===== src/rtl/imm_issue_ctrl.sv =====
// Immediate-issue controller: holds at most one instruction and issues it to the
// immediate extender as one beat (scalar) or VEC_BEATS beats (vector).
module imm_issue_ctrl #(
    parameter int VEC_BEATS = 4,
    parameter int CNT_W     = 16
) (
    input  logic                         clk,
    input  logic                         rst,
    input  logic                         in_valid,
    output logic                         in_ready,
    input  logic [31:0]                  in_instr,
    input  logic                         flush,
    output logic                         out_valid,
    input  logic                         out_ready,
    output logic [26:0]                  out_field,
    output logic [1:0]                   out_sel,
    output logic [4:0]                   out_opcode,
    output logic [$clog2(VEC_BEATS)-1:0] out_beat,
    output logic                         out_last,
    output logic [CNT_W-1:0]             issued_cnt
);

    localparam int BEAT_W = $clog2(VEC_BEATS);
    localparam logic [BEAT_W-1:0] LAST_BEAT = BEAT_W'(VEC_BEATS - 1);

    typedef enum logic [1:0] {
        EMPTY  = 2'd0,
        SCALAR = 2'd1,
        VECTOR = 2'd2
    } state_t;

    state_t             r_state;
    state_t             w_state_nxt;
    logic [31:0]        r_instr;
    logic [BEAT_W-1:0]  r_beat;
    logic [BEAT_W-1:0]  w_beat_nxt;
    logic [CNT_W-1:0]   r_cnt;

    logic w_valid;
    logic w_last;
    logic w_fire;
    logic w_done;
    logic w_accept;
    logic w_is_vec;

    assign w_fire   = w_valid && out_ready;
    assign w_done   = w_fire && w_last;
    assign w_accept = in_valid && in_ready;
    assign w_is_vec = !in_instr[31] && in_instr[29];

    // NOTE: state uses non-blocking assignments so every register samples pre-edge values.
    always_ff @(posedge clk or posedge rst) begin
        if (rst) begin
            r_state <= EMPTY;
            r_beat  <= '0;
            r_instr <= '0;
            r_cnt   <= '0;
        end else begin
            r_state <= w_state_nxt;
            r_beat  <= w_beat_nxt;
            if (w_accept)
                r_instr <= in_instr;
            if (w_done && !flush)
                r_cnt <= r_cnt + CNT_W'(1);
        end
    end

    // Flush outranks everything; a final-beat handshake may reload in the same cycle.
    always_comb begin
        w_state_nxt = r_state;
        w_beat_nxt  = r_beat;
        if (flush) begin
            w_state_nxt = EMPTY;
            w_beat_nxt  = '0;
        end else if (w_accept) begin
            w_state_nxt = w_is_vec ? VECTOR : SCALAR;
            w_beat_nxt  = '0;
        end else if (w_done) begin
            w_state_nxt = EMPTY;
            w_beat_nxt  = '0;
        end else if (w_fire) begin
            w_beat_nxt  = r_beat + BEAT_W'(1);
        end
    end

    always_comb begin
        w_valid  = (r_state != EMPTY);
        w_last   = (r_state == SCALAR) || ((r_state == VECTOR) && (r_beat == LAST_BEAT));
        in_ready = !rst && !flush && ((r_state == EMPTY) || (w_valid && out_ready && w_last));
    end

    assign out_valid  = w_valid;
    assign out_last   = w_last;
    assign out_field  = r_instr[26:0];
    assign out_sel    = r_instr[31:30];
    assign out_opcode = r_instr[31:27];
    assign out_beat   = r_beat;
    assign issued_cnt = r_cnt;

endmodule

===== config.mk =====
export PLATFORM = sky130hd
export DESIGN_NAME = imm_issue_ctrl
export DESIGN_NICKNAME = d
export VERILOG_FILES = /design/src/rtl/imm_issue_ctrl.sv
export SDC_FILE = /design/constraint.sdc
export NUM_CORES = 1
export LEC_CHECK = 0
export BUFFER_PORTS_ARGS = -buffer_cell sky130_fd_sc_hd__clkbuf_2
export CAP_MARGIN = 30
export CELL_PAD_IN_SITES_DETAIL_PLACEMENT = 0
export CELL_PAD_IN_SITES_GLOBAL_PLACEMENT = 2
export CORE_ASPECT_RATIO = 2
export CORE_MARGIN = 1
export CORE_UTILIZATION = 34
export DETAILED_ROUTE_END_ITERATION = 10
export PLACE_DENSITY = 0.86
export SKIP_LAST_GASP = 1
export SYNTH_ARGS = -nofsm -noshare
export SYNTH_HDL_FRONTEND = slang
export SYNTH_SLANG_ARGS = --single-unit

===== constraint.sdc =====
create_clock -name clk -period 2.9 [get_ports clk]
set_clock_uncertainty 0.15 [all_clocks]
set_input_delay 0.725 -clock clk [delete_from_list [all_inputs] [get_ports clk]]
set_output_delay 0.725 -clock clk [all_outputs]
set_load 0.02 [all_outputs]

==> metrics.txt <==
num rows=42; Congestion Overflow GR=0; final hold vios=0; VDD IR max=253 uV; synth top area cells=dfrtp_1, mux2_4, xnor2_1; met2 GRT Util=24.5%; Worst-path clk slew=70 ps; post-synthesis sequential area ratio=56.3%; worst r2r src=out_beat[0]$_DFFE_PP0P_; Min Clock Period, post-route=2440 ps; Design Power=2020 uW; Max Slew Vio Count=0; leading area contributor after synthesis=dfrtp_1; Hold Path Cell Cnt=1; Worst setup EP type=primary output; Yosys warnings=0; status=completed; number of synthesized register bits=52; met1 Usage GRT=14.6%; die width=60.3 um; hold_sp=issued_cnt[15]$_DFFE_PP0P_; DP Wirelength=3530 um; Syn Nets=192; drt pass-1 iters=4; initial core utilization=35.2%; number of max-cap violations=0; Worst Max-Slew Pin Slew=641 ps; critical path startpoint category=flip-flop; IO Pins=92; clock latency on the worst-skew pair=290 ps; Crit Path Class=reg -> out; Die Y=119 um; number of H-tree levels=2; Synth Instances=153; global-route wire length before repair=7490 um; reg2reg end=r_instr[9]$_DFFE_PP0P_; nets=288; CTS tree=yes; Pwr per Cell Area=680 nW/um2; Synth top area share=56.3%; worst hold endpoint=issued_cnt[15]$_DFFE_PP0P_; Iter 0 DRT Violations=39; CP arrival=1560 ps; r2r setup slk=680 ps; initial antenna violation count=0; Global Route met3 Usage=3.28%; # diodes=0; Synth Cell Area=2310 um2; critical path fanouts, max=4; die area=7150 um2; Top FF cell, synth=dfrtp_1; post-CTS sizing=0; Post-synth ARST share=100%; largest net degree at the start of global routing=32; count of hold-fix buffers inserted at cts=0; filler cell count=626; Final Setup Violations=0; drt wl/cell=13.7 um; Final Cycle Share=84.0%; clock buffer depth=2; final wirelength=4640 um; core area=6570 um2; layout cell share with drive strength beyond 1=54.4%; cts bufs inserted=5; Via Count=1,558; Lkg Pwr=0.00148 uW; PortBufs=91; CTS root buffer=clkbuf_16; Avg Inst Size Synth=15.1 um2; clock sink count=52; Tot GR Track Use=13.9%; Post-route DRC=0; RSZ-0062 raised after global routing=no; setup TNS=0 ps; Area growth, synth to finish=28.8%; slew margin rel.=57.2%; antenna viol nets, final=0; reg2reg path depth=6; Hold WC Path Type=reg -> reg; vias per inst=4.61; FMAX=410 MHz; vias in the first global route=1,583; Final GP Congestion=0.701; number of synthesized flops with an enable pin=0; Critical Path RT=2030 ps; Unique masters post-synth=31; postcts setup bufs=0; most used routing layer=met2
metal layers:
layer / vias up / share of wire [%]
met4: 0 / 2.2
li1: 727 / -
met1: 769 / 38
met3: 7 / 6.0
met2: 55 / 54
met5: - / 0
worst max path at each step:
stage                                       start                      end  cells after the start
final                     out_beat[0]$_DFFE_PP0P_                 in_ready                      4
after global routing      out_beat[0]$_DFFE_PP0P_                 in_ready                      4
after CTS                 out_beat[0]$_DFFE_PP0P_                 in_ready                      4
after detailed placement                out_ready   r_instr[9]$_DFFE_PP0P_                      6
after global placement                  out_ready   r_instr[9]$_DFFE_PP0P_                      6
after floorplan                         out_ready  r_instr[11]$_DFFE_PP0P_                      6
worst max-delay path, cell delays in order (launching register included):
cell and delay (ps):
dfrtp_1 420, ha_1 200, nand3b_1 130, a311oi_2 310
clkbuf_2 220
sequential cells by signal, indices dropped and copies added (netlist names):
name and cells:
out_beat 2, r_instr 32, r_state 2, issued_cnt 16
stage by stage:
step / instances / area (um2) / worst slack (ps) / util [%] / hold slack (ps)
4_1_cts: 338 / 2970 / 450 / 45.3 / 328
5_1_grt: 338 / 2970 / 367 / 45.3 / 342
3_5_place_dp: 330 / 2830 / 410 / 43.0 / 314
3_3_place_gp: 330 / 2830 / 488 / 43.0 / 313
6_report: 338 / 2970 / 463 / 45.3 / 320
2_1_floorplan: 153 / 2310 / 529 / - / 415
synth_stat cells, types with 2 or more instances:
cell and number:
xor2_1 4, ha_1 2, xnor2_1 11, a32o_1 2
and3_1 2, inv_1 3, buf_12 2, nand3_1 4
mux2_2 7, nand2b_1 4, buf_4 2, nand3b_1 2
mux2_4 20, dfrtp_1 52, mux2_1 6, nand2_1 8
and4_1 3, nand4_1 5, a2111oi_4 2
kinds of logic after synthesis:
group / Yosys count / synth area share, %
flip-flops: 52 / 56.3
multiplexers: 34 / 19.8
AND/OR/NAND/NOR: 32 / 8.07
XOR/XNOR: 15 / 5.69
AO/OA/AOI/OAI: 9 / 5.04
buffers and inverters: 9 / 4.01
adder cells (fa/ha/maj): 2 / 1.08
layout make-up:
type | instances | area [um2] | area share, %
clock inverter | 3 | 23.8 | 0.799
tap | 88 | 110 | 3.70
clock buffer | 5 | 125 | 4.21
sequential | 52 | 1300 | 43.8
timing repair buffer | 95 | 485 | 16.3
multi-input combinational | 92 | 917 | 30.8
inverter | 3 | 11.3 | 0.379
placed cells by master (no fill, tap or decap), types with 5 or more instances in the layout:
master,count
nand4_1,5
dfrtp_1,52
mux2_2,7
clkbuf_16,5
mux2_4,20
xnor2_1,11
mux2_1,6
clkbuf_2,91
nand2_1,8
power by group:
part / internal [uW] / total, uW / leakage (uW) / switching [uW]
clock network: 321 / 587 / 0.0000660 / 266
registers: 842 / 923 / 0.000653 / 80.7
logic: 229 / 511 / 0.000761 / 282
(Power assumes the default switching activity.)
